`config.mk`:
```
export PLATFORM = sky130hd
export DESIGN_NAME = directory_req_engine_flat
export DESIGN_NICKNAME = d
export VERILOG_FILES = /design/src/rtl/directory_req_engine_pkg.sv /design/src/rtl/directory_req_engine_if.sv /design/src/rtl/directory_req_engine_target_decode.sv /design/src/rtl/directory_req_engine.sv /design/src/flat_wrapper.sv
export SDC_FILE = /design/constraint.sdc
export NUM_CORES = 1
export LEC_CHECK = 0
export ABC_AREA = 1
export CORE_MARGIN = 5
export CORE_UTILIZATION = 53
export CTS_BUF_LIST = sky130_fd_sc_hd__clkbuf_8
export DETAILED_ROUTE_END_ITERATION = 8
export GPL_TIMING_DRIVEN = 0
export HOLD_SLACK_MARGIN = 0.05
export PLACE_DENSITY = 0.83
export SLEW_MARGIN = 15
export SYNTH_ARGS = -nofsm -noshare
export SYNTH_HDL_FRONTEND = slang
export SYNTH_SLANG_ARGS = --single-unit
```
`constraint.sdc`:
```
create_clock -name clk -period 2.3 [get_ports clk]
set_input_delay 0.46 -clock clk [delete_from_list [all_inputs] [get_ports clk]]
set_output_delay 0.46 -clock clk [all_outputs]
set_load 0.01 [all_outputs]
```
`src/rtl/directory_req_engine_pkg.sv`:
```
// Shared opcodes, MSI encodings and FSM states for the directory request engine.
// Agent ids at or above NUM_CACHES address the memory controller.
package directory_req_engine_pkg;

    localparam logic [2:0] OP_NOOP  = 3'd0;
    localparam logic [2:0] OP_REPLY = 3'd2;
    localparam logic [2:0] OP_RD    = 3'd3;
    localparam logic [2:0] OP_WR    = 3'd4;
    localparam logic [2:0] OP_INV   = 3'd5;
    localparam logic [2:0] OP_UPD   = 3'd6;
    localparam logic [2:0] OP_RWITM = 3'd7;

    localparam logic [1:0] MSI_I = 2'b00;
    localparam logic [1:0] MSI_S = 2'b01;
    localparam logic [1:0] MSI_M = 2'b10;

    typedef enum logic [1:0] {
        ST_IDLE,
        ST_ISSUE,
        ST_WAIT_ACK,
        ST_DONE
    } dir_state_e;

    function automatic logic is_mem_id(input int id, input int num_caches);
        return id >= num_caches;
    endfunction

endpackage

```
`src/rtl/directory_req_engine_if.sv`:
```
// Request, queue-allocation, ack and response signals of the directory request engine.
// The engine uses the slave side; the requester/queue model uses the master side.
interface directory_req_engine_if #(
    parameter int NUM_CACHES = 2,
    parameter int SRC_W      = $clog2(NUM_CACHES + 1)
);
    logic                    req_valid;
    logic                    req_ready;
    logic [2:0]              req_op;
    logic [SRC_W-1:0]        req_src;
    logic [SRC_W-1:0]        req_dest;
    logic [2*NUM_CACHES-1:0] req_state;
    logic [NUM_CACHES-1:0]   cache_inst_q_alloc;
    logic [3*NUM_CACHES-1:0] cache_inst_q_op;
    logic [NUM_CACHES-1:0]   cache_inst_q_full;
    logic [NUM_CACHES-1:0]   cache_data_q_alloc;
    logic [3*NUM_CACHES-1:0] cache_data_q_op;
    logic [NUM_CACHES-1:0]   cache_data_q_full;
    logic                    mem_inst_q_alloc;
    logic [2:0]              mem_inst_q_op;
    logic                    mem_inst_q_full;
    logic                    mem_data_q_alloc;
    logic [2:0]              mem_data_q_op;
    logic                    mem_data_q_full;
    logic [NUM_CACHES-1:0]   ack_valid;
    logic                    resp_valid;
    logic [2*NUM_CACHES-1:0] resp_next_state;
    logic                    err_timeout;
    logic                    err_spurious_ack;

    modport master (
        output req_valid, req_op, req_src, req_dest, req_state,
               cache_inst_q_full, cache_data_q_full, mem_inst_q_full, mem_data_q_full, ack_valid,
        input  req_ready, cache_inst_q_alloc, cache_inst_q_op, cache_data_q_alloc, cache_data_q_op,
               mem_inst_q_alloc, mem_inst_q_op, mem_data_q_alloc, mem_data_q_op,
               resp_valid, resp_next_state, err_timeout, err_spurious_ack
    );

    modport slave (
        input  req_valid, req_op, req_src, req_dest, req_state,
               cache_inst_q_full, cache_data_q_full, mem_inst_q_full, mem_data_q_full, ack_valid,
        output req_ready, cache_inst_q_alloc, cache_inst_q_op, cache_data_q_alloc, cache_data_q_op,
               mem_inst_q_alloc, mem_inst_q_op, mem_data_q_alloc, mem_data_q_op,
               resp_valid, resp_next_state, err_timeout, err_spurious_ack
    );

endinterface

```
`src/rtl/directory_req_engine_target_decode.sv`:
```
// Combinational decode of a latched coherence request into queue allocations,
// expected ack count and the next directory state vector.
module directory_req_engine_target_decode
    import directory_req_engine_pkg::*;
#(
    parameter int NUM_CACHES = 2,
    parameter int SRC_W      = $clog2(NUM_CACHES + 1),
    parameter int ACK_W      = $clog2(NUM_CACHES + 1)
) (
    input  logic [2:0]              op,
    input  logic [SRC_W-1:0]        src,
    input  logic [SRC_W-1:0]        dest,
    input  logic [2*NUM_CACHES-1:0] cur_state,
    output logic [NUM_CACHES-1:0]   inst_mask,
    output logic [3*NUM_CACHES-1:0] inst_op,
    output logic [NUM_CACHES-1:0]   data_mask,
    output logic [3*NUM_CACHES-1:0] data_op,
    output logic                    mem_inst,
    output logic [2:0]              mem_inst_op,
    output logic                    mem_data,
    output logic [2:0]              mem_data_op,
    output logic [ACK_W-1:0]        ack_count,
    output logic [2*NUM_CACHES-1:0] next_state
);

    logic                  src_mem;
    logic                  dest_mem;
    logic                  owner_found;
    logic [NUM_CACHES-1:0] owner_sel;

    // Lowest-numbered non-requesting cache holding the line in M owns it.
    always_comb begin
        src_mem     = is_mem_id(int'(src), NUM_CACHES);
        dest_mem    = is_mem_id(int'(dest), NUM_CACHES);
        owner_found = 1'b0;
        owner_sel   = '0;
        for (int i = 0; i < NUM_CACHES; i++) begin
            if (!owner_found && src != SRC_W'(i) && cur_state[2*i +: 2] == MSI_M) begin
                owner_found  = 1'b1;
                owner_sel[i] = 1'b1;
            end
        end
    end

    always_comb begin
        inst_mask   = '0;
        inst_op     = '0;
        data_mask   = '0;
        data_op     = '0;
        mem_inst    = 1'b0;
        mem_inst_op = OP_NOOP;
        mem_data    = 1'b0;
        mem_data_op = OP_NOOP;
        ack_count   = '0;
        next_state  = cur_state;
        case (op)
            OP_REPLY: begin
                if (dest_mem) begin
                    mem_data    = 1'b1;
                    mem_data_op = OP_WR;
                end else begin
                    for (int i = 0; i < NUM_CACHES; i++) begin
                        if (dest == SRC_W'(i)) begin
                            data_mask[i]      = 1'b1;
                            data_op[3*i +: 3] = OP_WR;
                        end
                    end
                end
            end
            OP_RD: begin
                if (!src_mem) begin
                    for (int i = 0; i < NUM_CACHES; i++) begin
                        if (owner_sel[i]) begin
                            inst_mask[i]         = 1'b1;
                            inst_op[3*i +: 3]    = OP_RD;
                            next_state[2*i +: 2] = MSI_S;
                        end
                        if (src == SRC_W'(i)) next_state[2*i +: 2] = MSI_S;
                    end
                    if (owner_found) begin
                        ack_count = ACK_W'(1);
                    end else begin
                        mem_inst    = 1'b1;
                        mem_inst_op = OP_RD;
                    end
                end
            end
            OP_RWITM: begin
                if (!src_mem) begin
                    for (int i = 0; i < NUM_CACHES; i++) begin
                        if (src == SRC_W'(i)) begin
                            next_state[2*i +: 2] = MSI_M;
                        end else begin
                            next_state[2*i +: 2] = MSI_I;
                            if (cur_state[2*i +: 2] != MSI_I) begin
                                inst_mask[i]      = 1'b1;
                                inst_op[3*i +: 3] = OP_INV;
                                ack_count         = ack_count + ACK_W'(1);
                            end
                        end
                    end
                    if (!owner_found) begin
                        mem_inst    = 1'b1;
                        mem_inst_op = OP_RD;
                    end
                end
            end
            OP_UPD: begin
                if (!src_mem) begin
                    for (int i = 0; i < NUM_CACHES; i++) begin
                        if (src == SRC_W'(i)) begin
                            inst_mask[i]         = 1'b1;
                            inst_op[3*i +: 3]    = OP_UPD;
                            next_state[2*i +: 2] = MSI_M;
                        end else begin
                            next_state[2*i +: 2] = MSI_I;
                            if (cur_state[2*i +: 2] == MSI_S) begin
                                inst_mask[i]      = 1'b1;
                                inst_op[3*i +: 3] = OP_INV;
                                ack_count         = ack_count + ACK_W'(1);
                            end
                        end
                    end
                end
            end
            OP_INV, OP_WR: begin
                for (int i = 0; i < NUM_CACHES; i++) begin
                    if (!src_mem && src == SRC_W'(i)) begin
                        if (cur_state[2*i +: 2] == MSI_M) begin
                            mem_data             = 1'b1;
                            mem_data_op          = OP_WR;
                            next_state[2*i +: 2] = (op == OP_WR) ? MSI_S : MSI_I;
                        end else if (op == OP_INV) begin
                            next_state[2*i +: 2] = MSI_I;
                        end
                    end
                end
            end
            default: ;
        endcase
    end

endmodule

```
`src/rtl/directory_req_engine.sv`:
```
// Directory request engine: latches one request, issues all its queue allocations
// atomically under backpressure, collects acks with a timeout and reports the next state.
module directory_req_engine
    import directory_req_engine_pkg::*;
#(
    parameter int NUM_CACHES  = 2,
    parameter int ACK_TIMEOUT = 255
) (
    input logic                  clk,
    input logic                  rst,
    directory_req_engine_if.slave bus
);

    localparam int SRC_W = $clog2(NUM_CACHES + 1);
    localparam int ACK_W = $clog2(NUM_CACHES + 1);
    localparam int TMO_W = $clog2(ACK_TIMEOUT + 1);

    dir_state_e              state;
    logic [2:0]              op_q;
    logic [SRC_W-1:0]        src_q;
    logic [SRC_W-1:0]        dest_q;
    logic [2*NUM_CACHES-1:0] cur_state_q;
    logic [ACK_W-1:0]        ack_cnt;
    logic [ACK_W-1:0]        ack_pop;
    logic [TMO_W-1:0]        tmo_cnt;
    logic                    blocked;

    logic [NUM_CACHES-1:0]   dec_inst_mask;
    logic [3*NUM_CACHES-1:0] dec_inst_op;
    logic [NUM_CACHES-1:0]   dec_data_mask;
    logic [3*NUM_CACHES-1:0] dec_data_op;
    logic                    dec_mem_inst;
    logic [2:0]              dec_mem_inst_op;
    logic                    dec_mem_data;
    logic [2:0]              dec_mem_data_op;
    logic [ACK_W-1:0]        dec_ack_count;
    logic [2*NUM_CACHES-1:0] dec_next_state;

    directory_req_engine_target_decode #(
        .NUM_CACHES(NUM_CACHES),
        .SRC_W     (SRC_W),
        .ACK_W     (ACK_W)
    ) u_decode (
        .op         (op_q),
        .src        (src_q),
        .dest       (dest_q),
        .cur_state  (cur_state_q),
        .inst_mask  (dec_inst_mask),
        .inst_op    (dec_inst_op),
        .data_mask  (dec_data_mask),
        .data_op    (dec_data_op),
        .mem_inst   (dec_mem_inst),
        .mem_inst_op(dec_mem_inst_op),
        .mem_data   (dec_mem_data),
        .mem_data_op(dec_mem_data_op),
        .ack_count  (dec_ack_count),
        .next_state (dec_next_state)
    );

    assign bus.req_ready = (state == ST_IDLE) && !rst;

    // A single full queue among the targets stalls the whole issue.
    assign blocked = (|(dec_inst_mask & bus.cache_inst_q_full))
                   | (|(dec_data_mask & bus.cache_data_q_full))
                   | (dec_mem_inst & bus.mem_inst_q_full)
                   | (dec_mem_data & bus.mem_data_q_full);

    always_comb begin
        ack_pop = '0;
        for (int i = 0; i < NUM_CACHES; i++) begin
            if (bus.ack_valid[i]) ack_pop = ack_pop + ACK_W'(1);
        end
    end

    always_ff @(posedge clk) begin
        if (rst) begin
            state                  <= ST_IDLE;
            op_q                   <= OP_NOOP;
            src_q                  <= '0;
            dest_q                 <= '0;
            cur_state_q            <= '0;
            ack_cnt                <= '0;
            tmo_cnt                <= '0;
            bus.cache_inst_q_alloc <= '0;
            bus.cache_inst_q_op    <= '0;
            bus.cache_data_q_alloc <= '0;
            bus.cache_data_q_op    <= '0;
            bus.mem_inst_q_alloc   <= 1'b0;
            bus.mem_inst_q_op      <= '0;
            bus.mem_data_q_alloc   <= 1'b0;
            bus.mem_data_q_op      <= '0;
            bus.resp_valid         <= 1'b0;
            bus.resp_next_state    <= '0;
            bus.err_timeout        <= 1'b0;
            bus.err_spurious_ack   <= 1'b0;
        end else begin
            bus.cache_inst_q_alloc <= '0;
            bus.cache_inst_q_op    <= '0;
            bus.cache_data_q_alloc <= '0;
            bus.cache_data_q_op    <= '0;
            bus.mem_inst_q_alloc   <= 1'b0;
            bus.mem_inst_q_op      <= '0;
            bus.mem_data_q_alloc   <= 1'b0;
            bus.mem_data_q_op      <= '0;
            bus.resp_valid         <= 1'b0;
            bus.resp_next_state    <= '0;
            if (state != ST_WAIT_ACK && (|bus.ack_valid)) bus.err_spurious_ack <= 1'b1;
            case (state)
                ST_IDLE: begin
                    if (bus.req_valid) begin
                        op_q        <= bus.req_op;
                        src_q       <= bus.req_src;
                        dest_q      <= bus.req_dest;
                        cur_state_q <= bus.req_state;
                        state       <= ST_ISSUE;
                    end
                end
                ST_ISSUE: begin
                    if (!blocked) begin
                        bus.cache_inst_q_alloc <= dec_inst_mask;
                        bus.cache_inst_q_op    <= dec_inst_op;
                        bus.cache_data_q_alloc <= dec_data_mask;
                        bus.cache_data_q_op    <= dec_data_op;
                        bus.mem_inst_q_alloc   <= dec_mem_inst;
                        bus.mem_inst_q_op      <= dec_mem_inst_op;
                        bus.mem_data_q_alloc   <= dec_mem_data;
                        bus.mem_data_q_op      <= dec_mem_data_op;
                        ack_cnt                <= dec_ack_count;
                        tmo_cnt                <= '0;
                        state                  <= (dec_ack_count == '0) ? ST_DONE : ST_WAIT_ACK;
                    end
                end
                ST_WAIT_ACK: begin
                    // The final ack takes priority over a timeout landing on the same cycle.
                    if (ack_pop >= ack_cnt) begin
                        if (ack_pop > ack_cnt) bus.err_spurious_ack <= 1'b1;
                        ack_cnt <= '0;
                        state   <= ST_DONE;
                    end else if (tmo_cnt == TMO_W'(ACK_TIMEOUT - 1)) begin
                        bus.err_timeout <= 1'b1;
                        ack_cnt         <= '0;
                        state           <= ST_DONE;
                    end else begin
                        ack_cnt <= ack_cnt - ack_pop;
                        tmo_cnt <= tmo_cnt + TMO_W'(1);
                    end
                end
                ST_DONE: begin
                    bus.resp_valid      <= 1'b1;
                    bus.resp_next_state <= dec_next_state;
                    state               <= ST_IDLE;
                end
                default: state <= ST_IDLE;
            endcase
        end
    end

endmodule

```
`src/flat_wrapper.sv`:
```
// flat-port wrapper written by rule: the top's interface ports become plain ports
module directory_req_engine_flat import directory_req_engine_pkg::*;
#(
    parameter int NUM_CACHES  = 2,
    parameter int ACK_TIMEOUT = 255
)
  (clk, rst, bus_req_valid, bus_req_op, bus_req_src, bus_req_dest, bus_req_state, bus_cache_inst_q_full, bus_cache_data_q_full, bus_mem_inst_q_full, bus_mem_data_q_full, bus_ack_valid, bus_req_ready, bus_cache_inst_q_alloc, bus_cache_inst_q_op, bus_cache_data_q_alloc, bus_cache_data_q_op, bus_mem_inst_q_alloc, bus_mem_inst_q_op, bus_mem_data_q_alloc, bus_mem_data_q_op, bus_resp_valid, bus_resp_next_state, bus_err_timeout, bus_err_spurious_ack);
  directory_req_engine_if #(.NUM_CACHES(NUM_CACHES)) bus_i ();
  input logic clk;
  input logic rst;
  input wire logic [$bits(bus_i.req_valid)-1:0] bus_req_valid;
  input wire logic [$bits(bus_i.req_op)-1:0] bus_req_op;
  input wire logic [$bits(bus_i.req_src)-1:0] bus_req_src;
  input wire logic [$bits(bus_i.req_dest)-1:0] bus_req_dest;
  input wire logic [$bits(bus_i.req_state)-1:0] bus_req_state;
  input wire logic [$bits(bus_i.cache_inst_q_full)-1:0] bus_cache_inst_q_full;
  input wire logic [$bits(bus_i.cache_data_q_full)-1:0] bus_cache_data_q_full;
  input wire logic [$bits(bus_i.mem_inst_q_full)-1:0] bus_mem_inst_q_full;
  input wire logic [$bits(bus_i.mem_data_q_full)-1:0] bus_mem_data_q_full;
  input wire logic [$bits(bus_i.ack_valid)-1:0] bus_ack_valid;
  output wire logic [$bits(bus_i.req_ready)-1:0] bus_req_ready;
  output wire logic [$bits(bus_i.cache_inst_q_alloc)-1:0] bus_cache_inst_q_alloc;
  output wire logic [$bits(bus_i.cache_inst_q_op)-1:0] bus_cache_inst_q_op;
  output wire logic [$bits(bus_i.cache_data_q_alloc)-1:0] bus_cache_data_q_alloc;
  output wire logic [$bits(bus_i.cache_data_q_op)-1:0] bus_cache_data_q_op;
  output wire logic [$bits(bus_i.mem_inst_q_alloc)-1:0] bus_mem_inst_q_alloc;
  output wire logic [$bits(bus_i.mem_inst_q_op)-1:0] bus_mem_inst_q_op;
  output wire logic [$bits(bus_i.mem_data_q_alloc)-1:0] bus_mem_data_q_alloc;
  output wire logic [$bits(bus_i.mem_data_q_op)-1:0] bus_mem_data_q_op;
  output wire logic [$bits(bus_i.resp_valid)-1:0] bus_resp_valid;
  output wire logic [$bits(bus_i.resp_next_state)-1:0] bus_resp_next_state;
  output wire logic [$bits(bus_i.err_timeout)-1:0] bus_err_timeout;
  output wire logic [$bits(bus_i.err_spurious_ack)-1:0] bus_err_spurious_ack;
  assign bus_i.req_valid = bus_req_valid;
  assign bus_i.req_op = bus_req_op;
  assign bus_i.req_src = bus_req_src;
  assign bus_i.req_dest = bus_req_dest;
  assign bus_i.req_state = bus_req_state;
  assign bus_i.cache_inst_q_full = bus_cache_inst_q_full;
  assign bus_i.cache_data_q_full = bus_cache_data_q_full;
  assign bus_i.mem_inst_q_full = bus_mem_inst_q_full;
  assign bus_i.mem_data_q_full = bus_mem_data_q_full;
  assign bus_i.ack_valid = bus_ack_valid;
  assign bus_req_ready = bus_i.req_ready;
  assign bus_cache_inst_q_alloc = bus_i.cache_inst_q_alloc;
  assign bus_cache_inst_q_op = bus_i.cache_inst_q_op;
  assign bus_cache_data_q_alloc = bus_i.cache_data_q_alloc;
  assign bus_cache_data_q_op = bus_i.cache_data_q_op;
  assign bus_mem_inst_q_alloc = bus_i.mem_inst_q_alloc;
  assign bus_mem_inst_q_op = bus_i.mem_inst_q_op;
  assign bus_mem_data_q_alloc = bus_i.mem_data_q_alloc;
  assign bus_mem_data_q_op = bus_i.mem_data_q_op;
  assign bus_resp_valid = bus_i.resp_valid;
  assign bus_resp_next_state = bus_i.resp_next_state;
  assign bus_err_timeout = bus_i.err_timeout;
  assign bus_err_spurious_ack = bus_i.err_spurious_ack;
  directory_req_engine #(.NUM_CACHES(NUM_CACHES), .ACK_TIMEOUT(ACK_TIMEOUT)) u_core (.clk(clk), .rst(rst), .bus(bus_i));
endmodule
```
==> reports/qor.txt, run 1 <==
=====================================================================================
Number of enable flip-flop cells after synthesis .......................            0
Kind of start point of the critical path ............................... primary input
End-of-flow core utilization ...........................................        68.1%
Sum of routed wire length over all layers ..............................      6170 µm
Share of flip-flops with an asynchronous set or reset after synthesis ..           0%
GR Overflow Total ......................................................            0
# rows .................................................................           25
Initial antenna violation count ........................................            0
# clock sinks ..........................................................           45
List of cells traversed by the critical path ........................... dlygate4sd2_1 -> inv_1 -> ha_1 -> ha_1 -> inv_1 -> fa_2 -> a21boi_2 -> nand2_1 -> nor2_2 -> inv_1 -> o21ai_0 -> inv_1 -> nand3_1 -> nand2_1 -> nor2_1
TritonCTS buffer count .................................................            5
TritonCTS clock tree ...................................................         done
Area of the mapped netlist .............................................  0.00253 mm²
Count of filler cells inserted in the layout ...........................          424
Max rail drop VDD ......................................................     0.614 mV
Critical path peak fanout ..............................................            4
Share of synthesized area occupied by flip-flops and latches ...........        35.6%
Buffer levels on the longest clock path ................................            2
Fin crit share .........................................................        93.3%
Worst clock skew .......................................................   0.00605 ns
Worst-path cell with the longest stage delay ........................... sky130_fd_sc_hd__fa_2
Via count of the first global-routing pass .............................         2368
HPWL reported at the end of detailed placement .........................      4750 µm
Root buf cell .......................................................... sky130_fd_sc_hd__clkbuf_8
Power density cells ....................................................   913 mW/mm²
Crit end category ......................................................    flip-flop
Effective utilization at floorplan .....................................        53.9%
Bufs and invs on worst path ............................................            5
Global-route wire length before repair .................................     10500 µm
Core Box Area ..........................................................  0.00469 mm²
Later-pin clock latency in the skew report .............................      0.29 ns
Achievable clock frequency .............................................    0.466 GHz
Die Height .............................................................      79.1 µm
Final slew viol count ..................................................            0
Most frequent cells after synthesis .................................... sky130_fd_sc_hd__nand2_1, sky130_fd_sc_hd__nor2_1, sky130_fd_sc_hd__dfxtp_1, sky130_fd_sc_hd__inv_1, sky130_fd_sc_hd__a21oi_1
Number of violations of the max-capacitance limit ......................            0
Cell types occupying the most area after synthesis ..................... sky130_fd_sc_hd__dfxtp_1, sky130_fd_sc_hd__nand2_1, sky130_fd_sc_hd__nor2_1
Post-detailed-route count of antenna-violating nets ....................            0
Number of vias in the routed layout ....................................         2466
Unrepaired setup endpoints after global routing ........................           no
H-Tree Level Count .....................................................            2
Clock-pin slew of the registers on the worst-case setup and hold paths .      0.08 ns
GPL Wtd Cong ...........................................................        0.898
DP Area ................................................................  0.00308 mm²
Cell count after placement .............................................          464
Most common cell in the netlist ........................................ sky130_fd_sc_hd__nand2_1
Area growth syn-to-layout ..............................................        26.2%
Die width ..............................................................      79.1 µm
Detailed Routing Iterations Pass 1 .....................................            4
Data arrival time at the worst-slack endpoint ..........................      2.34 ns
Flip-flop cell with the highest count after synthesis .................. sky130_fd_sc_hd__dfxtp_1
Count of final setup violators .........................................            0
I/O pin count ..........................................................           54
Via count normalized by instance count .................................         5.20
Area share of the leading cell type in the synthesized netlist .........        35.6%
DR WL/cell .............................................................      13.0 µm
Net count reported at finish ...........................................          455
Post-synthesis sequential element count ................................           45
Share of layout cells above drive strength 1 ...........................        11.9%
Setup TNS ..............................................................         0 ns
Cell family with most CP delay .........................................  adder cells
Total of buffers placed on input and output ports ......................           46
Cell type contributing the most total cell area after synthesis ........ sky130_fd_sc_hd__dfxtp_1
Maximum number of pins on one net before global-route repair ...........           14
Status .................................................................    completed
Avg Cell Area, Syn .....................................................     7.07 µm²
Final antenna diode count ..............................................            0
Hold-fix buffer count after cts ........................................            0
Final Instance Area ....................................................  0.00319 mm²
Tightest hold margin ...................................................     0.483 ns
Class of the tightest hold or removal check ............................ flip-flop to flip-flop
Warning count from the yosys run .......................................            0
Endpoint required time on the critical path ............................      2.49 ns
Full die area ..........................................................  0.00626 mm²
Critical path's largest stage delay ....................................      0.33 ns
Total DRC errors in the routed layout ..................................            0
Number of hold-slack violations in the final timing report .............            0
Most frequent cell on the critical path ................................ sky130_fd_sc_hd__inv_1
Critical path class .................................................... primary input to flip-flop
Filler-free cell count of the finished design ..........................          474
Global-route total usage across every layer ............................        21.0%
Post-Synthesis Cells ...................................................          358
Post-synth cell types ..................................................           39
Leakage component of the power .........................................      1.42 nW
Initial DRC Count ......................................................          221
Post-layout minimum cycle time .........................................      2.15 ns
=====================================================================================
[sequential cells by signal, indices dropped and copies added (netlist names)]
name	cells
u_core.bus.err_spurious_ack	1
u_core.bus.resp_next_state	4
u_core.bus.mem_data_q_op	1
u_core.op_q	3
u_core.ack_cnt	2
u_core.bus.mem_inst_q_alloc	1
u_core.bus.mem_inst_q_op	1
u_core.bus.cache_data_q_alloc	2
u_core.cur_state_q	4
u_core.src_q	2
u_core.bus.err_timeout	1
u_core.bus.cache_data_q_op	2
u_core.bus.cache_inst_q_op	6
u_core.dest_q	2
u_core.state	2
u_core.bus.cache_inst_q_alloc	2
u_core.tmo_cnt	8
u_core.bus.resp_valid	1
[report_power, final]
group          leakage (nW)  internal, mW  total (mW)  switching [mW]
Clock                0.0491         0.206       0.462           0.256
Sequential            0.367         0.914        1.06           0.146
Combinational          1.00         0.501        1.39           0.894
Total                  1.42          1.62        2.92            1.30
[cell usage in the layout (no fill, tap or decap), types with 2 or more instances in the layout]
master / Yosys / layout
sky130_fd_sc_hd__clkdlybuf4s50_1: 0 / 44
sky130_fd_sc_hd__ha_1: 13 / 13
sky130_fd_sc_hd__nand2_2: 5 / 6
sky130_fd_sc_hd__a21oi_1: 28 / 27
sky130_fd_sc_hd__a31oi_1: 3 / 3
sky130_fd_sc_hd__inv_1: 35 / 36
sky130_fd_sc_hd__clkbuf_8: 0 / 5
sky130_fd_sc_hd__conb_1: 1 / 7
sky130_fd_sc_hd__nor2_2: 3 / 4
sky130_fd_sc_hd__o211ai_1: 4 / 4
sky130_fd_sc_hd__nand2_1: 68 / 67
sky130_fd_sc_hd__o31ai_1: 2 / 2
sky130_fd_sc_hd__dlygate4sd2_1: 0 / 2
sky130_fd_sc_hd__inv_2: 4 / 4
sky130_fd_sc_hd__buf_4: 11 / 12
sky130_fd_sc_hd__clkinv_2: 0 / 2
sky130_fd_sc_hd__a211oi_1: 2 / 2
sky130_fd_sc_hd__nand3_1: 19 / 19
sky130_fd_sc_hd__nand4_1: 2 / 2
sky130_fd_sc_hd__o21bai_1: 2 / 2
sky130_fd_sc_hd__inv_4: 2 / 2
sky130_fd_sc_hd__clkbuf_1: 5 / 5
sky130_fd_sc_hd__nor4_1: 3 / 3
sky130_fd_sc_hd__nor2_4: 2 / 2
sky130_fd_sc_hd__nor3_1: 3 / 3
sky130_fd_sc_hd__nand3_2: 2 / 3
sky130_fd_sc_hd__nor3b_1: 2 / 2
sky130_fd_sc_hd__dfxtp_1: 45 / 45
sky130_fd_sc_hd__nor2_1: 61 / 60
sky130_fd_sc_hd__o21ai_0: 18 / 18
[area by class of cell]
type / instances / area (µm²) / share of cell area, %
Tap cell: 54 / 67.6 / 2.12
Clock inverter: 3 / 13.8 / 0.431
Sequential cell: 45 / 901 / 28.2
Timing Repair Buffer: 47 / 465 / 14.6
Buffer: 17 / 113 / 3.53
Clock buffer: 5 / 68.8 / 2.15
Multi-Input combinational cell: 262 / 1410 / 44.0
Inverter: 41 / 159 / 4.97
[worst reg2reg max path: stages, from the launching register on]
cell	delay, ns
sky130_fd_sc_hd__dfxtp_1	0.31
sky130_fd_sc_hd__clkbuf_1	0.26
sky130_fd_sc_hd__nor2_1	0.19
sky130_fd_sc_hd__nand2_1	0.09
sky130_fd_sc_hd__nand2_1	0.05
sky130_fd_sc_hd__nand2_1	0.09
sky130_fd_sc_hd__nand2_1	0.06
sky130_fd_sc_hd__nand2_1	0.07
sky130_fd_sc_hd__nand3_2	0.13
sky130_fd_sc_hd__o21bai_4	0.28
sky130_fd_sc_hd__nand3_2	0.19
sky130_fd_sc_hd__nor2_1	0.12
sky130_fd_sc_hd__nor2_1	0.05
[logic make-up after synthesis]
family	share of synthesized area, %
AO/OA/AOI/OAI	15.1
AND/OR/NAND/NOR	31.2
flip-flops	35.6
other	0.148
adder cells (fa/ha/maj)	7.22
buffers and inverters	10.7
[stage by stage]
stage	worst slack [ns]	total power, mW
floorplan	0.222	2.05
global placement	-0.437	2.35
detailed placement	-0.549	2.39
CTS	0.148	2.92
global route	0.0142	3.18
finish	0.154	2.92
[path summary, 6_finish.rpt]
| check | startpoint | end | slack [ns] | cells past startpoint |
|---|---|---|---|---|
| setup reg to reg | u_core.cur_state_q[0] | u_core.tmo_cnt[5] | 0.32 | 12 |
| hold reg to reg | u_core.bus.err_spurious_ack | u_core.bus.err_spurious_ack | 0.48 | 2 |
| setup / recovery | bus_ack_valid[0] | u_core.state[0] | 0.15 | 15 |
| hold / removal | u_core.bus.err_spurious_ack | u_core.bus.err_spurious_ack | 0.48 | 2 |
[metal layers]
layer  up-vias  global-route usage (%)  wire length (µm)
met4         0                    8.08               170
met1      1100                    25.1              2660
li1       1269                       -                 -
met2        81                    36.9              3060
met3        16                    3.97               286
met5         -                       0                 0
[repair_timing]
item,4_1_cts,5_1_grt
hold endpoints to repair,0,0
gates resized for setup,8,0
setup buffers,1,0
setup endpoints to repair,12,1
pin swaps,5,1
cloned,1,0
Power figures use the tool's default switching activity.
==> inputs of run 2 (changes only) <==
Settings changed: CORE_MARGIN 5 to not set.
==> run 2 against run 1 <==
Effect of this change:
- the flow now finishes with violations (design-rule violations)
- maximum frequency about the same
- clock skew increased by 0.0015 ns
- worst hold slack got worse by 0.011 ns
- global-route usage increased by 3.3 points
- via count increased by 1.5%
- die area decreased by 19%
- utilization increased by 4.1 points
- worst setup slack improved by 0.00087 ns
- wire length decreased by 7.2%
- sequential power about the same
- first-iteration DRC count decreased by 7.7%
==> reports/qor.txt, run 2 (synthesized netlist as in run 1, its figures left out) <==
=====================================================================================
DP Area ................................................................  0.00308 mm²   about the same
Post-layout minimum cycle time .........................................      2.15 ns   about the same
Combinational share of power ...........................................        46.3%   was 47.8%
Multi-input combinational cell area ....................................  0.00142 mm²   was 0.00141 mm²
Net count reported at finish ...........................................          455   unchanged
TritonCTS buffer count .................................................            5   unchanged
Initial antenna violation count ........................................            0   unchanged
HPWL reported at the end of detailed placement .........................      4360 µm   was 4750 µm
Critical R2R Launch .................................................... u_core.cur_state_q[0]   unchanged
Power density cells ....................................................   937 mW/mm²   was 913 mW/mm²
Root buf cell .......................................................... sky130_fd_sc_hd__clkbuf_8   unchanged
Count of filler cells inserted in the layout ...........................          392   was 424
Setup TNS ..............................................................         0 ns   unchanged
Status ................................................................. finished, violations left   was completed
Part of the power in registers .........................................        35.0%   was 36.3%
Die width ..............................................................      71.1 µm   was 79.1 µm
I/O pin count ..........................................................           54   unchanged
Clock-pin slew of the registers on the worst-case setup and hold paths .      0.08 ns   about the same
Later-pin clock latency in the skew report .............................      0.29 ns   about the same
Sum of routed wire length over all layers ..............................      5720 µm   was 6170 µm
Detailed Routing Iterations Pass 1 .....................................            9   was 4
Post-detailed-route count of antenna-violating nets ....................            0   unchanged
Buffer levels on the longest clock path ................................            2   unchanged
Initial DRC Count ......................................................          204   was 221
Die Height .............................................................      71.1 µm   was 79.1 µm
Core Box Area ..........................................................  0.00447 mm²   was 0.00469 mm²
Count of final setup violators .........................................            0   unchanged
Critical path peak fanout ..............................................            4   unchanged
TritonCTS clock tree ...................................................         done   unchanged
Net switching power ....................................................      1.29 mW   was 1.30 mW
First element of the critical path ..................................... bus_ack_valid[0]   unchanged
Data arrival time at the worst-slack endpoint ..........................      2.37 ns   was 2.34 ns
Fin crit share .........................................................        93.3%   about the same
Cell depth of the worst flop-to-flop path ..............................           12   unchanged
Number of vias in the routed layout ....................................         2503   was 2466
# rows .................................................................           24   was 25
Global-route total usage across every layer ............................        24.3%   was 21.0%
GPL Wtd Cong ...........................................................        0.902   was 0.898
Area growth syn-to-layout ..............................................        27.5%   was 26.2%
Max rail drop VDD ......................................................     0.494 mV   was 0.614 mV
Leakage component of the power .........................................      1.43 nW   was 1.42 nW
Maximum number of pins on one net before global-route repair ...........           14   unchanged
Final Instance Area ....................................................  0.00323 mm²   was 0.00319 mm²
Internal power .........................................................      1.74 mW   was 1.62 mW
Unrepaired setup endpoints after global routing ........................           no   unchanged
Min-delay src .......................................................... u_core.dest_q[0]   was u_core.bus.err_spurious_ack
Cell count after placement .............................................          462   was 464
Worst clock skew .......................................................   0.00752 ns   was 0.00605 ns
Filler-free cell count of the finished design ..........................          471   was 474
Register Area ..........................................................      901 µm²   unchanged
DR WL/cell .............................................................      12.1 µm   was 13.0 µm
End-of-flow core utilization ...........................................        72.1%   was 68.1%
Via count of the first global-routing pass .............................         2314   was 2368
Via count normalized by instance count .................................         5.31   was 5.20
Critical path class .................................................... primary input to flip-flop   unchanged
Top Registers .......................................................... u_core.tmo_cnt (8), u_core.bus.cache_inst_q_op (6)   unchanged
Tightest hold margin ...................................................     0.472 ns   was 0.483 ns
Achievable clock frequency .............................................    0.466 GHz   about the same
Share of total power consumed by net switching .........................        42.5%   was 44.4%
Number of cells on the worst hold path .................................            2   unchanged
GR Overflow Total ......................................................            0   unchanged
Number of violations of the max-capacitance limit ......................            0   unchanged
Most common library cell in the layout ignoring fill and taps .......... sky130_fd_sc_hd__nand2_1   unchanged
Flip-flop count of the largest register, all copies and words added ....            8   unchanged
Global-route wire length before repair .................................      9800 µm   was 10500 µm
# clock sinks ..........................................................           45   unchanged
Full die area ..........................................................  0.00506 mm²   was 0.00626 mm²
Final slew viol count ..................................................            0   unchanged
Final antenna diode count ..............................................            0   unchanged
Share of layout cells above drive strength 1 ...........................        12.4%   was 11.9%
Crit end category ......................................................    flip-flop   unchanged
Worst R2R Setup Slack ..................................................      0.31 ns   was 0.32 ns
Share of power burned in the clock network .............................        18.7%   was 15.8%
Total DRC errors in the routed layout ..................................            6   was 0
Most frequent cells in the layout ...................................... sky130_fd_sc_hd__nand2_1, sky130_fd_sc_hd__nor2_1, sky130_fd_sc_hd__dfxtp_1   unchanged
Kind of start point of the critical path ............................... primary input   unchanged
Class of the tightest hold or removal check ............................ flip-flop to flip-flop   unchanged
Total of buffers placed on input and output ports ......................           46   unchanged
Register containing the most flip-flops in the final layout ............ u_core.tmo_cnt   unchanged
Endpoint required time on the critical path ............................      2.52 ns   was 2.49 ns
Number of hold-slack violations in the final timing report .............            0   unchanged
H-Tree Level Count .....................................................            2   unchanged
Violated checks ........................................................ design-rule violations
Effective utilization at floorplan .....................................        56.6%   was 53.9%
=====================================================================================
run 2: worst paths after layout:
kind,endpoint
min reg2reg,u_core.dest_q[0]
max,u_core.state[1]
min,u_core.dest_q[0]
max reg2reg,u_core.tmo_cnt[4]
run 2: timing repair:
item,in CTS,in global routing
buffers inserted,1,0
gates resized for setup,10,2
setup endpoints to repair,12,1
cloned,1,0
pin swaps,4,0
hold buffers,0,0
run 2: cell type report:
cell class / instances / area share (%)
well taps: 52 / 2.02
flip-flops and latches: 45 / 27.9
multi-input cells: 262 / 44.0
repair buffers: 47 / 14.4
clock buffers: 5 / 2.13
inverters: 41 / 4.92
plain buffers: 17 / 3.49
clock inverters: 2 / 1.09
run 2: per-layer routing:
| layer | share of wire, % | global-route usage [%] |
|---|---|---|
| met1 | 43 | 27.4 |
| met2 | 50 | 44.1 |
| met3 | 5.0 | 4.42 |
| met4 | 2.8 | 11.3 |
| met5 | 0 | 0 |
run 2: power groups by stage:
| stage | Clock [mW] | Combinational [mW] | Sequential, mW |
|---|---|---|---|
| 6_report | 0.565 | 1.40 | 1.06 |
| 5_1_grt | 0.603 | 1.58 | 1.08 |
| 4_1_cts | 0.582 | 1.38 | 1.05 |
| 3_5_place_dp | 0 | 1.31 | 1.07 |
| 3_3_place_gp | 0 | 1.27 | 1.07 |
| 2_1_floorplan | 0 | 1.00 | 1.05 |
run 2: worst max-delay path, stage by stage:
cell,delay (ns)
sky130_fd_sc_hd__dlygate4sd2_1,0.22
sky130_fd_sc_hd__inv_1,0.05
sky130_fd_sc_hd__ha_1,0.29
sky130_fd_sc_hd__ha_1,0.19
sky130_fd_sc_hd__inv_1,0.08
sky130_fd_sc_hd__fa_2,0.20
sky130_fd_sc_hd__a21boi_4,0.19
sky130_fd_sc_hd__nand2_2,0.10
sky130_fd_sc_hd__nor2_4,0.13
sky130_fd_sc_hd__inv_2,0.06
sky130_fd_sc_hd__o21ai_0,0.07
sky130_fd_sc_hd__inv_1,0.11
sky130_fd_sc_hd__nand2_1,0.07
sky130_fd_sc_hd__nand2_1,0.05
sky130_fd_sc_hd__a21oi_1,0.11
run 2: through the flow:
| stage | setup slack (ns) | total power [mW] |
|---|---|---|
| after global placement | -0.455 | 2.34 |
| after CTS | 0.165 | 3.02 |
| after global routing | 0.0175 | 3.27 |
| after detailed placement | -0.585 | 2.38 |
| final | 0.155 | 3.02 |
| after floorplan | 0.222 | 2.05 |
==> inputs of run 3 (changes only) <==
Settings changed: SETUP_SLACK_MARGIN set to 0.4.
==> run 3 against run 2 <==
Effect of this change:
- die area unchanged
- worst hold slack improved by 0.011 ns
- clock-buffer cell count increased by 1
- global-route usage increased by 0.82 points
- total power increased by 5.4%
- register-to-register slack improved by 0.18 ns
- sequential share of layout area decreased by 1.2 points
- critical endpoint unchanged
- sequential cell count unchanged
- highest routed layer unchanged
- maximum frequency increased by 15%
- the flow still finishes with violations (design-rule violations)
==> reports/qor.txt, run 3 (synthesized netlist as in run 1, its figures left out) <==
=====================================================================================
Status ................................................................. finished, violations left   unchanged
Violated checks ........................................................ design-rule violations   unchanged
Worst clock skew .......................................................   0.00948 ns   was 0.00752 ns
Detailed Routing Iterations Pass 1 .....................................            9   unchanged
Unrepaired setup endpoints after global routing ........................          yes   was no
DR WL/cell .............................................................      12.9 µm   was 12.1 µm
Hold-fix buffer count after cts ........................................            0   unchanged
Post-layout minimum cycle time .........................................      1.87 ns   was 2.15 ns
H-Tree Level Count .....................................................            2   unchanged
Full die area ..........................................................  0.00506 mm²   unchanged
Achievable clock frequency .............................................    0.534 GHz   was 0.466 GHz
Sum of routed wire length over all layers ..............................      6190 µm   was 5720 µm
Share of total power consumed by net switching .........................        44.6%   was 42.5%
Initial antenna violation count ........................................            0   unchanged
Share of power burned in the clock network .............................        16.2%   was 18.7%
Critical path's largest stage delay ....................................      0.33 ns   was 0.29 ns
Leakage component of the power .........................................      1.49 nW   was 1.43 nW
Via count of the first global-routing pass .............................         2293   was 2314
Via count normalized by instance count .................................         5.36   was 5.31
Critical path class .................................................... primary input to flip-flop   unchanged
Initial DRC Count ......................................................          366   was 204
Power density cells ....................................................   930 mW/mm²   was 937 mW/mm²
Share of layout cells above drive strength 1 ...........................        21.4%   was 12.4%
Crit end category ......................................................    flip-flop   unchanged
Area growth syn-to-layout ..............................................        35.4%   was 27.5%
Die width ..............................................................      71.1 µm   unchanged
Final slew viol count ..................................................            0   unchanged
TritonCTS clock tree ...................................................         done   unchanged
Part of the power in registers .........................................        34.1%   was 35.0%
Count of final setup violators .........................................            0   unchanged
Worst-Margin Slew ......................................................     0.491 ns
Core Box Area ..........................................................  0.00447 mm²   unchanged
Most common library cell in the layout ignoring fill and taps .......... sky130_fd_sc_hd__nand2_1   unchanged
Final antenna diode count ..............................................            0   unchanged
Class of the tightest hold or removal check ............................ flip-flop to flip-flop   unchanged
Bufs and invs on worst path ............................................            5   unchanged
Net switching power ....................................................      1.42 mW   was 1.29 mW
Number of cells on the worst hold path .................................            2   unchanged
Root buf cell .......................................................... sky130_fd_sc_hd__clkbuf_8   unchanged
Total DRC errors in the routed layout ..................................            4   was 6
Top Registers .......................................................... u_core.tmo_cnt (8), u_core.bus.cache_inst_q_op (6)   unchanged
Internal power .........................................................      1.76 mW   was 1.74 mW
Flip-flop count of the largest register, all copies and words added ....            8   unchanged
Critical path depth in cells ...........................................           15   unchanged
Global-route wire length before repair .................................     10000 µm   was 9800 µm
Final total power ......................................................      3.19 mW   was 3.02 mW
Post-detailed-route count of antenna-violating nets ....................            0   unchanged
Die Height .............................................................      71.1 µm   unchanged
Worst slew slack as a fraction of its limit ............................        66.9%
Maximum number of pins on one net before global-route repair ...........           15   was 14
Later-pin clock latency in the skew report .............................      0.30 ns   was 0.29 ns
Cell family with most CP delay .........................................  adder cells   unchanged
# clock sinks ..........................................................           45   unchanged
Register containing the most flip-flops in the final layout ............ u_core.tmo_cnt   unchanged
I/O pin count ..........................................................           54   unchanged
Net count reported at finish ...........................................          464   was 455
Fin crit share .........................................................        81.4%   was 93.3%
Worst-path cell with the longest stage delay ........................... sky130_fd_sc_hd__fa_2   was sky130_fd_sc_hd__ha_1
Cell depth of the worst flop-to-flop path ..............................           12   unchanged
TritonCTS buffer count .................................................            5   unchanged
Total of buffers placed on input and output ports ......................           46   unchanged
Number of hold-slack violations in the final timing report .............            0   unchanged
GPL Wtd Cong ...........................................................        0.924   was 0.902
HPWL reported at the end of detailed placement .........................      4470 µm   was 4360 µm
Buffer levels on the longest clock path ................................            2   unchanged
Endpoint required time on the critical path ............................      2.48 ns   was 2.52 ns
Number of violations of the max-capacitance limit ......................            0   unchanged
Critical path peak fanout ..............................................            4   unchanged
End-of-flow core utilization ...........................................        76.6%   was 72.1%
List of cells traversed by the critical path ........................... buf_4 -> inv_8 -> ha_4 -> ha_4 -> inv_2 -> fa_2 -> a21boi_4 -> nand2_2 -> nor2_4 -> inv_2 -> o21ai_2 -> inv_2 -> nand2_1 -> nand2_1 -> a21oi_2   was dlygate4sd2_1 -> inv_1 -> ha_1 -> ha_1 -> inv_1 -> fa_2 -> a21boi_4 -> nand2_2 -> nor2_4 -> inv_2 -> o21ai_0 -> inv_1 -> nand2_1 -> nand2_1 -> a21oi_1
Kind of start point of the critical path ............................... primary input   unchanged
Clock-pin slew of the registers on the worst-case setup and hold paths .      0.09 ns   was 0.08 ns
Max rail drop VDD ......................................................     0.544 mV   was 0.494 mV
Global-route total usage across every layer ............................        25.1%   was 24.3%
GR Overflow Total ......................................................            0   unchanged
Most frequent cells in the layout ...................................... sky130_fd_sc_hd__nand2_1, sky130_fd_sc_hd__nor2_1, sky130_fd_sc_hd__clkdlybuf4s50_1   was sky130_fd_sc_hd__nand2_1, sky130_fd_sc_hd__nor2_1, sky130_fd_sc_hd__dfxtp_1
Number of vias in the routed layout ....................................         2577   was 2503
Combinational share of power ...........................................        49.7%   was 46.3%
Effective utilization at floorplan .....................................        56.6%   unchanged
# rows .................................................................           24   unchanged
Data arrival time at the worst-slack endpoint ..........................      2.06 ns   was 2.37 ns
Most frequent cell on the critical path ................................ sky130_fd_sc_hd__inv_2   was sky130_fd_sc_hd__inv_1
=====================================================================================
run 3: cell types whose count changed in the layout (fill, tap and decap cells not counted), moves of 3 or more:
| cell | before | now |
|---|---|---|
| sky130_fd_sc_hd__nand2_2 | 7 | 4 |
| sky130_fd_sc_hd__inv_1 | 34 | 28 |
| sky130_fd_sc_hd__nand2_4 | 1 | 4 |
| sky130_fd_sc_hd__nor2_4 | 3 | 8 |
| sky130_fd_sc_hd__nor2_1 | 60 | 55 |
| sky130_fd_sc_hd__dfxtp_1 | 45 | 38 |
| sky130_fd_sc_hd__buf_4 | 12 | 22 |
| sky130_fd_sc_hd__dfxtp_2 | 0 | 5 |
run 3: worst register-to-register path: stages, from the launching register on:
cell and delay, ns:
sky130_fd_sc_hd__dfxtp_2 0.38, sky130_fd_sc_hd__nor2_4 0.24, sky130_fd_sc_hd__inv_4 0.08, sky130_fd_sc_hd__nor2_2 0.15, sky130_fd_sc_hd__nand2_2 0.11, sky130_fd_sc_hd__nand3_1 0.10, sky130_fd_sc_hd__nand2_1 0.06, sky130_fd_sc_hd__nand2_2 0.11
sky130_fd_sc_hd__o21bai_4 0.11, sky130_fd_sc_hd__buf_4 0.16, sky130_fd_sc_hd__nand2_1 0.07, sky130_fd_sc_hd__nand2_1 0.07, sky130_fd_sc_hd__a21oi_2 0.11
run 3: power groups by stage:
stage          combinational [mW]  sequential (mW)  clock (mW)
2_1_floorplan                1.04             1.05           0
3_3_place_gp                 1.32             1.07           0
3_5_place_dp                 1.36             1.07           0
4_1_cts                      1.40             1.05       0.526
5_1_grt                      1.77             1.10       0.558
6_report                     1.58             1.09       0.516
run 3: timing repair:
| action | 4_1_cts | 5_1_grt |
|---|---|---|
| endpoints found under the setup margin | 19 | 28 |
| gates resized for setup | 20 | 35 |
| buffers inserted | 0 | 10 |
| hold endpoints to repair | 0 | 0 |
| gates cloned | 0 | 1 |
| pin swaps | 1 | 11 |
run 3: metal layers:
layer / up-vias / track usage (%) / part of all wire, %
li1: 1290 / - / -
met1: 1163 / 29.3 / 42
met2: 112 / 44.3 / 50
met3: 12 / 5.27 / 5.5
met4: 0 / 10.9 / 2.5
met5: - / 0 / 0
run 3: path summary, 6_finish.rpt:
check             slack [ns]        startpoint               end
setup reg to reg        0.49   u_core.src_q[0]   u_core.state[1]
hold / removal          0.48  u_core.dest_q[0]  u_core.dest_q[0]
setup / recovery        0.43  bus_ack_valid[0]   u_core.state[1]
hold reg to reg         0.48  u_core.dest_q[0]  u_core.dest_q[0]
run 3: per-stage QoR:
| step | instance area (µm²) | hold slack (ns) | cells | TNS, ns | setup slack (ns) |
|---|---|---|---|---|---|
| global route | 3430 | 0.500 | 481 | 0 | 0.360 |
| CTS | 3240 | 0.486 | 470 | 0 | 0.400 |
| detailed placement | 3130 | 0.471 | 462 | -4.50 | -0.468 |
| finish | 3430 | 0.483 | 481 | 0 | 0.427 |
| floorplan | 2600 | 0.445 | 364 | 0 | 0.304 |
| global placement | 3130 | 0.459 | 462 | -4.15 | -0.407 |
run 3: area by class of cell:
type	count	area, µm²
multi-input cells	262	1530
repair buffers	56	526
clock inverters	2	13.8
flip-flops and latches	45	915
clock buffers	6	82.6
fillers	352	1050
plain buffers	17	121
well taps	52	65.1
inverters	41	179
